===== src/rtl/sr_pulse_controller.sv =====
// rtl/sr_pulse_controller.sv - command sequencer producing exclusive S/R pulses for an SR latch bank
module sr_pulse_controller #(
  parameter int N         = 4,
  parameter int PULSE_CYC = 2,
  parameter int GAP_CYC   = 1,
  localparam int IW       = $clog2(N)
) (
  input  logic          clk,
  input  logic          rst,
  input  logic          cmd_valid,
  output logic          cmd_ready,
  input  logic [1:0]    cmd_op,
  input  logic [IW-1:0] cmd_idx,
  input  logic [N-1:0]  q_in,
  output logic [N-1:0]  s_out,
  output logic [N-1:0]  r_out,
  output logic          done,
  output logic          err
);

  localparam logic [1:0] OP_RESET  = 2'b00;
  localparam logic [1:0] OP_SET    = 2'b01;
  localparam logic [1:0] OP_TOGGLE = 2'b10;
  localparam logic [1:0] OP_CLEAR  = 2'b11;

  localparam int CNT_MAX = (PULSE_CYC > GAP_CYC) ? PULSE_CYC : GAP_CYC;
  localparam int CW      = $clog2(CNT_MAX + 1);

  typedef enum logic [1:0] {IDLE, PULSE, GAP, CHECK} state_t;

  state_t        state, state_d;
  logic [CW-1:0] cnt, cnt_d;
  logic [1:0]    op_q, op_d;
  logic [IW-1:0] idx_q, idx_d;
  logic          exp_q, exp_d;
  logic [N-1:0]  s_d, r_d;
  logic          done_d, err_d, ready_d;
  logic [N-1:0]  cmd_onehot, q_at_cmd, q_at_held;
  logic          exp_new;

  // S goes out only for set or toggle-to-one; every other case drives R, so the pair stays exclusive.
  function automatic logic [2*N-1:0] drive(input logic [1:0] op, input logic [IW-1:0] idx,
                                           input logic e);
    logic [N-1:0] oh;
    oh = {{(N-1){1'b0}}, 1'b1} << idx;
    case (op)
      OP_SET:    drive = {oh, {N{1'b0}}};
      OP_RESET:  drive = {{N{1'b0}}, oh};
      OP_TOGGLE: drive = e ? {oh, {N{1'b0}}} : {{N{1'b0}}, oh};
      default:   drive = {{N{1'b0}}, {N{1'b1}}};
    endcase
  endfunction

  always_comb begin
    state_d    = state;
    cnt_d      = cnt;
    op_d       = op_q;
    idx_d      = idx_q;
    exp_d      = exp_q;
    s_d        = '0;
    r_d        = '0;
    done_d     = 1'b0;
    err_d      = 1'b0;
    // An index past the bank shifts the one-hot out entirely, which flags it as bad.
    cmd_onehot = {{(N-1){1'b0}}, 1'b1} << cmd_idx;
    q_at_cmd   = q_in >> cmd_idx;
    q_at_held  = q_in >> idx_q;
    exp_new    = 1'b0;

    case (state)
      IDLE: begin
        if (cmd_valid && cmd_ready) begin
          case (cmd_op)
            OP_SET:    exp_new = 1'b1;
            OP_TOGGLE: exp_new = ~q_at_cmd[0];
            default:   exp_new = 1'b0;
          endcase
          op_d  = cmd_op;
          idx_d = cmd_idx;
          exp_d = exp_new;
          if (cmd_op != OP_CLEAR && cmd_onehot == '0) begin
            state_d = CHECK;
            done_d  = 1'b1;
            err_d   = 1'b1;
          end else begin
            state_d    = PULSE;
            cnt_d      = CW'(PULSE_CYC - 1);
            {s_d, r_d} = drive(cmd_op, cmd_idx, exp_new);
          end
        end
      end
      PULSE: begin
        if (cnt == '0) begin
          state_d = GAP;
          cnt_d   = CW'(GAP_CYC - 1);
        end else begin
          cnt_d      = cnt - 1'b1;
          {s_d, r_d} = drive(op_q, idx_q, exp_q);
        end
      end
      GAP: begin
        if (cnt == '0) begin
          // Read-back is registered into done/err on the edge that enters CHECK.
          state_d = CHECK;
          done_d  = 1'b1;
          err_d   = (op_q == OP_CLEAR) ? (|q_in) : (q_at_held[0] != exp_q);
        end else begin
          cnt_d = cnt - 1'b1;
        end
      end
      default: state_d = IDLE;
    endcase

    ready_d = (state_d == IDLE);
  end

  always_ff @(posedge clk) begin
    if (rst) begin
      state     <= IDLE;
      cnt       <= '0;
      op_q      <= OP_RESET;
      idx_q     <= '0;
      exp_q     <= 1'b0;
      s_out     <= '0;
      r_out     <= '0;
      done      <= 1'b0;
      err       <= 1'b0;
      cmd_ready <= 1'b1;
    end else begin
      state     <= state_d;
      cnt       <= cnt_d;
      op_q      <= op_d;
      idx_q     <= idx_d;
      exp_q     <= exp_d;
      s_out     <= s_d;
      r_out     <= r_d;
      done      <= done_d;
      err       <= err_d;
      cmd_ready <= ready_d;
    end
  end

endmodule


===== config.mk =====
export PLATFORM = sky130hd
export DESIGN_NAME = sr_pulse_controller
export DESIGN_NICKNAME = d
export VERILOG_FILES = /design/src/rtl/sr_pulse_controller.sv
export SDC_FILE = /design/constraint.sdc
export NUM_CORES = 1
export LEC_CHECK = 0
export CAP_MARGIN = 25
export CORE_UTILIZATION = 50
export CTS_CLUSTER_SIZE = 28
export DETAILED_ROUTE_END_ITERATION = 10
export HOLD_SLACK_MARGIN = 0.02
export PLACE_DENSITY = 0.77
export SETUP_SLACK_MARGIN = 0.05
export SYNTH_ARGS = -nofsm -noshare
export SYNTH_HDL_FRONTEND = slang
export SYNTH_SLANG_ARGS = --single-unit

===== constraint.sdc =====
create_clock -name clk -period 2.75 [get_ports clk]
set_input_delay 0.55 -clock clk [delete_from_list [all_inputs] [get_ports clk]]
set_output_delay 0.55 -clock clk [all_outputs]
set_load 0.1 [all_outputs]

Word level (Yosys, flattened, before mapping)

Cells that the tools add are included.

Add/subtract/negate cells: 1
Equal/unequal tests: 12
Shift operators: 4
Multiplexer cells: 32
Bitwise logic cells: 1
Reduce and logical (&&, ||, !) cells: 12

Operator list:

| kind                                                                | number |
|---|---|
| 8-bit one-hot mux with 3 select lines                               | 2 |
| 4-bit two-way mux                                                   | 6 |
| 2-bit two-way mux                                                   | 8 |
| 8-bit two-way mux                                                   | 2 |
| 4-bit one-hot mux with 2 select lines                               | 2 |
| 2-bit one-hot mux with 3 select lines                               | 2 |
| 2-bit logical NOT                                                   | 5 |
| 2-bit == test (second input constant)                               | 4 |
| 2-bit != test (second input constant)                               | 4 |
| 1-bit by 2-bit left shift with 4-bit output (first input constant)  | 2 |
| 4-bit by 2-bit right shift with 1-bit output                        | 2 |
| 1-bit two-way mux                                                   | 7 |
| 2-bit by 1-bit == test with 1-bit output (second input constant)    | 3 |
| 1-bit one-hot mux with 2 select lines                               | 3 |
| 4-bit logical NOT                                                   | 1 |
| 4-bit AND reduction                                                 | 1 |
| 4-bit OR reduction                                                  | 1 |
| 3-bit nonzero test                                                  | 1 |
| 1-bit logical AND                                                   | 2 |
| 2-bit AND reduction                                                 | 1 |
| 2-bit by 1-bit subtractor with 2-bit output (second input constant) | 1 |
| 1-bit != test                                                       | 1 |
| 1-bit inverter                                                      | 1 |

Register bits after elaboration: 20
Input port bits: 11
Output and inout bits: 11
Word-level logic and storage cells: 72

Logic depth before layout (Yosys ltp)

Gate-level depths: netlist of the first run.

Depth in word-level cells: 10
Depth in mapped cells: 6
Mapped depth without buffers: 6

Worst setup path after synthesis of the first run

OpenSTA, ideal clock, no wires.

Kind: reg-to-reg
Start: register cmd_ready
End: register cnt[1]
Arrival time: 1.970 ns
Path slack: 0.709 ns
Stages on the path, launching flop included: 5
Path buffers: 0
Clock period less this slack: 2.041 ns
Path through: dfxtp_1 nand2_1 a221o_1 or3b_1 a21oi_1

Word-level cells in the longest chain between the ends: 3

RTL lines:

| element                       | line | source |
|---|---|---|
| from (decl)                   | 11   | `output logic cmd_ready,` |
| from (signal assigned)        | 139  | `cmd_ready <= ready_d;` |
| 1-bit logical AND             | 72   | `if (cmd_valid && cmd_ready) begin` |
| 2-bit != test (no line)       | -    |  |
| 4-bit AND reduction (no line) | -    |  |
| to (signal assigned)          | 131  | `cnt <= cnt_d;` |
| to (decl)                     | 32   | `logic [CW-1:0] cnt, cnt_d;` |

Every way passes these cells.
A chain may end at the register's enable or synchronous reset.

Final worst setup path of the first run

Start: input cmd_op[0]
End: register r_out[0]

Word-level cells in the longest chain between the ends: 9
Elaborated cells between the ends (all ways): 13

RTL lines:

| element                                                                          | line   | source |
|---|---|---|
| from (decl)                                                                      | 12     | `input logic [1:0] cmd_op,` |
| 2-bit == test / 2-bit by 1-bit == test with 1-bit output (equally long branches) | 46, 73 |  |
| 1-bit one-hot mux with 2 select lines                                            | 73     | `case (cmd_op)` |
| 1-bit two-way mux                                                                | 72     |  |
| 1-bit two-way mux                                                                | 70     | `case (state)` |
| 8-bit two-way mux                                                                | 49     | `OP_TOGGLE: drive = e ? {oh, {N{1'b0}}} : {{N{1'b0}}, oh};` |
| 8-bit one-hot mux with 3 select lines                                            | 46     | `case (op)` |
| 4-bit two-way mux *                                                              | 81     | `if (cmd_op != OP_CLEAR && cmd_onehot == '0) begin` |
| 4-bit two-way mux *                                                              | 72     |  |
| 4-bit one-hot mux with 2 select lines *                                          | 70     |  |
| to (signal assigned)                                                             | 136    | `r_out <= r_d;` |
| to (decl)                                                                        | 16     | `output logic [N-1:0] r_out,` |

Every way passes the cells marked *; elsewhere a longest branch is shown, timed or not. The select of a mux whose other input is x is not followed.

==> impl_metrics.yaml, run 1 <==
clock_network:
  cts.path.max_buffers: 2
  post_cts_buffers: 0
  numCtsBuffers: 3
  post_cts_resized: 0
  cts_tree: "built"
  clk_pin_slew_worst_paths_ns: 0.12
  cts_hold_buf: 0
  cts-root-buf: "clkbuf_4"
  clock_latency_ns: 0.31
  clock-sinks: 20
  htree_levels: 1
global_route:
  grt-ovfl-total: 0
  antenna_found_initial: 0
  grt_max_degree: 14
  grt_use_total_pct: 21.9
  grt_pass1_vias: 980
  grt_first_pass_wirelength_microns: 4220
synth:
  synth-main-ff-cell: "dfxtp_1"
  synth-seq-cells: 20
  synth-edff-count: 0
  synthTopCellsByArea: "dfxtp_1 33%, ha_1 11%, nand2_1 5.3%"
  yosysMostFrequentCell: "dfxtp_1"
  synth.cell_area_sq_um: 1200
  synth_top_area_share_pct: 33.3
  syn_inst: 136
  synth_commonest_cells: "20 x dfxtp_1, 17 x nand2_1, 11 x a21oi_1, 11 x ha_1, 10 x nor2_1"
  yosysWarningCount: 0
  yosysSeqAreaShare_pct: 33.3
  syn-num-nets: 158
  synth_cell_types: 39
  postSynthAreaPerCell_sq_um: 8.84
  yosys.area.top_type: "dfxtp_1"
  ys_async_sr_fraction_pct: 0
floorplanning:
  start_util_pct: 53.8
  pin_count: 22
  die_w_microns: 51.0
  core_area_sq_um: 2230
  fp.dieH_microns: 51.0
  die-area_sq_um: 2610
  rows: 17
run:
  max-cap-violations: 0
finish:
  fin_cells: 186
  drive_gt1_share_pct: 14.6
  nFillCells: 187
  areaGrowthSynthToFinish_pct: 21.1
  nets: 181
  diodes: 0
timing:
  finalHoldViolations: 0
  min_period_over_period_pct: 72.3
  fin_worst_skew_ns: 0.0157
  setup_tns_ns: 0
  max_slew.worst_pin.slew_ns: 0.464
  slew_viol_final: 0
  rsz0062_at_grt: "no"
  finalCriticalPeriod_ns: 1.99
  finalSetupViolations: 0
  clock.fmax_ghz: 0.503
  relSlewSlack_pct: 68.9
placement:
  numPortBuffers: 21
  post-place-cells: 182
  hpwl_microns: 2030
  gp_congestion: 0.900
setup_path:
  critical-path-slowest-cell: "clkdlybuf4s50_1"
  crit_buf_inv: 2
  cp_slowest_stage_delay_ns: 0.53
  path_class: "primary input to flop"
  arrival_ns: 2.22
  required_ns: 2.98
  path_max_fanout: 6
  crit_family: "compound AO/OA/AOI/OAI gates"
  cp-start-kind: "primary input"
  end_kind: "flop"
  crit_chain: "clkdlybuf4s50_1 -> inv_1 -> ha_1 -> nand2b_1 -> o22ai_4 -> o31a_4 -> o221ai_1"
routing:
  antenna_left: 0
  drt_iter0_drc: 31
  viasPerCell: 5.68
  drt_wl_total_microns: 2560
  route.vias.total: 1056
  drt-pass1-iter-count: 4
  wire_per_inst_microns: 13.8
  drc: 0
status:
  status: "finished clean"
power:
  irDropWorstVdd_mv: 0.717
  p_leak_nw: 0.578
  p_per_area_nw_per_um2: 831
hold_path:
  min-delay-path-class: "flop to flop"
-- routing by layer --
| metal | share of wire [%] | routed length [microns] | global-route usage (%) | up-vias |
|---|---|---|---|---|
| met4 | 0.63 | 16 | 6.48 | 0 |
| met1 | 43 | 1090 | 25.5 | 490 |
| met3 | 5.7 | 146 | 5.95 | 2 |
| met5 | 0 | 0 | 0 | - |
| li1 | - | - | - | 533 |
| met2 | 51 | 1310 | 38.8 | 31 |
-- worst register-to-register path, cell delays in order (launching register included) --
cell,delay (ns)
dfxtp_1,0.36
inv_1,0.09
ha_1,0.28
nand3_1,0.24
nor2_1,0.43
a32oi_1,0.17
a21oi_1,0.18
-- area by class of cell --
type | count | area (sq um) | share of cell area, %
inverters | 8 | 30.0 | 2.06
repair buffers | 22 | 190 | 13.1
flip-flops and latches | 20 | 400 | 27.5
clock inverters | 1 | 30.0 | 2.06
multi-input cells | 104 | 748 | 51.4
clock buffers | 3 | 22.5 | 1.55
well taps | 28 | 35.0 | 2.41
-- power by group --
| group | switching, mW | leakage [nW] | internal, mW |
|---|---|---|---|
| Sequential | 0.0477 | 0.163 | 0.345 |
| Clock | 0.0924 | 0.0279 | 0.147 |
| Combinational | 0.378 | 0.387 | 0.200 |
-- flip-flops by register name (all words and copies together) (netlist names) --
signal     count
cmd_ready      1
cnt            2
done           1
err            1
exp_q          1
idx_q          2
op_q           2
r_out          4
s_out          4
state          2
-- logic make-up (layout without fill, tap and decap cells) --
logic type,count (synthesis),count (layout),synth area share [%]
simple gates,54,54,22.9
fa+ha+maj,11,11,11.4
xor+xnor,1,1,0.729
buf+inv,12,34,4.47
compound gates,35,35,22.8
mux,3,3,4.37
flops,20,20,33.3
-- worst paths after layout --
path / startpoint / cells past startpoint / endpoint / slack [ns]
worst min-delay path: op_q[0]$_SDFFE_PP0P_ / 2 / op_q[0]$_SDFFE_PP0P_ / 0.49
worst max register to register: state[1]$_SDFF_PP0_ / 6 / s_out[1]$_SDFF_PP0_ / 0.95
worst min register to register: op_q[0]$_SDFFE_PP0P_ / 2 / op_q[0]$_SDFFE_PP0P_ / 0.49
worst max-delay path: cmd_op[0] / 7 / r_out[0]$_SDFF_PP0_ / 0.76
-- stage by stage --
stage	utilization, %	area [sq um]	hold WS [ns]	setup WS (ns)	power (mW)
floorplan	-	1200	0.453	0.709	0.841
global placement	62.9	1400	0.474	0.527	0.956
detailed placement	62.9	1400	0.481	0.433	0.970
CTS	65.2	1460	0.497	0.768	1.22
global route	65.2	1460	0.517	0.659	1.29
finish	65.2	1460	0.492	0.763	1.21
-- cells in the final DEF (no fill, tap or decap), drive strengths merged, types with 2 or more instances in the layout --
cell	Yosys	routed
nand4	4	4
ha	11	11
o21ai	4	4
nor2b	4	4
nand2	17	17
mux2	2	2
nor2	10	10
inv	8	8
nand3	3	3
clkdlybuf4s50	0	10
nand2b	4	4
and2	4	4
a211oi	3	3
o221ai	4	4
a32oi	4	4
dfxtp	20	20
buf	2	12
a21oi	11	11
clkbuf	2	3
No activity file was read; power rests on OpenSTA's default activity.
==> run 2, diff against run 1 <==
--- a/config.mk
+++ b/config.mk
@@ -6,11 +6,11 @@
 export NUM_CORES = 1
 export LEC_CHECK = 0
 export CAP_MARGIN = 25
-export CORE_UTILIZATION = 50
+export CORE_UTILIZATION = 46
 export CTS_CLUSTER_SIZE = 28
 export DETAILED_ROUTE_END_ITERATION = 10
 export HOLD_SLACK_MARGIN = 0.02
-export PLACE_DENSITY = 0.77
+export PLACE_DENSITY = 0.74
 export SETUP_SLACK_MARGIN = 0.05
 export SYNTH_ARGS = -nofsm -noshare
 export SYNTH_HDL_FRONTEND = slang
==> constraint.sdc (replaced) <==
create_clock -name clk -period 1.6 [get_ports clk]
set_input_delay 0.32 -clock clk [delete_from_list [all_inputs] [get_ports clk]]
set_output_delay 0.32 -clock clk [all_outputs]
set_load 0.1 [all_outputs]
==> run 2 against run 1 <==
Net effect: core utilization rose by 13 points; clock power rose by 49%; worst setup slack got worse by 0.75 ns; cell count rose by 14%; clock-buffer cell count rose by 1; first-iteration DRC count fell by 29%; critical path depth fell by 2; wire length rose by 33%; total power rose by 110%; largest cell class unchanged; largest power group unchanged.
==> impl_metrics.yaml, run 2 (synthesized netlist as in run 1, its figures left out) <==
clock_network:
  numCtsBuffers: 3
  clock-sinks: 20
  cts-root-buf: "clkbuf_4"
  cts_hold_buf: 0
  clk_pin_slew_worst_paths_ns: 0.12
  clock_latency_ns: 0.31
  htree_levels: 1
  cts.path.max_buffers: 2
  cts_tree: "built"
placement:
  hpwl_microns: 2370
  pre_cts_ws_ns: -0.386
  numPortBuffers: 21
  gp_congestion: 0.922
  post-place-cells: 205
status:
  status: "finished clean"
timing:
  finalHoldViolations: 0
  rsz0062_at_grt: "yes"
  finalSetupViolations: 0
  max_slew.worst_pin.slew_ns: 0.383
  fin_worst_skew_ns: 0.00159
  clock.fmax_ghz: 0.632
  slew_viol_final: 0
  finalWorstSetupSlack_ns: 0.0174
  min_period_over_period_pct: 98.9
  relSlewSlack_pct: 74.2
  finalCriticalPeriod_ns: 1.58
run:
  max-cap-violations: 0
setup_path:
  path_class: "flop to flop"
  required_ns: 1.85
  end_kind: "flop"
  crit_family: "compound AO/OA/AOI/OAI gates"
  crit_chain: "buf_4 -> ha_4 -> a221o_1 -> or3b_1 -> a21oi_2"
  cp-start-kind: "flop"
  arrival_ns: 1.83
  cp_slowest_stage_delay_ns: 0.41
  critical-path-slowest-cell: "or3b_1"
  path_max_fanout: 4
  crit_buf_inv: 1
routing:
  wire_per_inst_microns: 16.1
  drt-pass1-iter-count: 4
  route.vias.total: 1221
  viasPerCell: 5.76
  antenna_left: 0
  drt_iter0_drc: 22
  drc: 0
  drt_wl_total_microns: 3400
floorplanning:
  core_area_sq_um: 2480
  fp.dieH_microns: 53.1
  rows: 18
  start_util_pct: 48.5
  die-area_sq_um: 2820
  die_w_microns: 53.1
  pin_count: 22
finish:
  final_common_cell: "buf_4"
  post-route-util_pct: 77.8
  areaGrowthSynthToFinish_pct: 60.2
  drive_gt1_share_pct: 41.2
  nets: 205
  fin_cells: 212
  final_cell_mix: "24 x buf_4, 16 x nand2_1, 15 x dfxtp_1"
  diodes: 0
  nFillCells: 170
  reg_top3: "r_out (4), s_out (4)"
  multi_input_area_sq_um: 881
  register_area_sq_um: 412
hold_path:
  min-delay-path-class: "flop to flop"
global_route:
  antenna_found_initial: 0
  grt_use_total_pct: 24.2
  grt_max_degree: 14
  grt_first_pass_wirelength_microns: 4930
  grt-ovfl-total: 0
  grt_pass1_vias: 1141
power:
  p_per_area_nw_per_um2: 1320
  finalPower_mw: 2.55
  p_leak_nw: 0.769
  irDropWorstVdd_mv: 1.59
-- run 2: cell types whose count changed in the layout (fill, tap and decap cells not counted), sizes merged --
cell           previous run  this run
dlymetal6s2s              0         3
dlygate4sd2               0         2
bufinv                    1         0
clkbuf                    3         4
clkdlybuf4s50            10         5
buf                      12        36
-- run 2: cell type report --
class                   count  area share (%)
clock buffers               4            2.47
inverters                   8            1.69
multi-input cells         104            45.7
flip-flops and latches     20            21.4
well taps                  30            1.95
repair buffers             46            26.8
-- run 2: through the flow --
step | hold slack (ns) | instance area [sq um] | setup TNS (ns)
6_report | 0.497 | 1930 | 0
5_1_grt | 0.544 | 1930 | -0.0705
4_1_cts | 0.505 | 1810 | 0
3_5_place_dp | 0.488 | 1710 | -3.53
3_3_place_gp | 0.471 | 1710 | -2.80
2_1_floorplan | 0.404 | 1210 | 0
-- run 2: layer usage --
metal / GRT usage [%] / up-vias / routed length, microns
met5: 0 / - / 0
met4: 11.0 / 0 / 126
met3: 3.16 / 15 / 125
met2: 42.2 / 36 / 1750
met1: 29.1 / 587 / 1400
li1: - / 583 / -
-- run 2: power by group --
group          switching, mW  internal [mW]  leakage, nW
combinational          0.808          0.669        0.578
sequential            0.0978          0.614        0.165
clock                  0.166          0.191       0.0261
total                   1.07           1.47        0.769
-- run 2: final timing paths --
| path | start | to | slack [ns] | depth (start not counted) |
|---|---|---|---|---|
| setup / recovery | state[1]$_SDFF_PP0_ | cnt[1]$_SDFFE_PP0P_ | 0.02 | 5 |
| hold / removal | op_q[0]$_SDFFE_PP0P_ | op_q[0]$_SDFFE_PP0P_ | 0.50 | 2 |
| setup reg to reg | state[1]$_SDFF_PP0_ | cnt[1]$_SDFFE_PP0P_ | 0.02 | 5 |
| hold reg to reg | op_q[0]$_SDFFE_PP0P_ | op_q[0]$_SDFFE_PP0P_ | 0.50 | 2 |
-- run 2: timing repair --
action                     4_1_cts  5_1_grt
setup endpoints to repair        8       12
buffers inserted                 2        1
hold endpoints to repair         0        0
resized for setup               16       25
pin swaps                        3        7
-- run 2: worst min-delay path, cell delays in order (launching register included) --
cell	delay [ns]
dfxtp_1	0.35
nand2_1	0.06
a21oi_1	0.05
==> run 3, diff against run 2 <==
--- a/config.mk
+++ b/config.mk
@@ -12,6 +12,7 @@
 export HOLD_SLACK_MARGIN = 0.02
 export PLACE_DENSITY = 0.74
 export SETUP_SLACK_MARGIN = 0.05
+export SLEW_MARGIN = 5
 export SYNTH_ARGS = -nofsm -noshare
 export SYNTH_HDL_FRONTEND = slang
 export SYNTH_SLANG_ARGS = --single-unit
==> results of run 3 <==
Same layout as run 2: the final DEF is identical, and so are final timing and power.
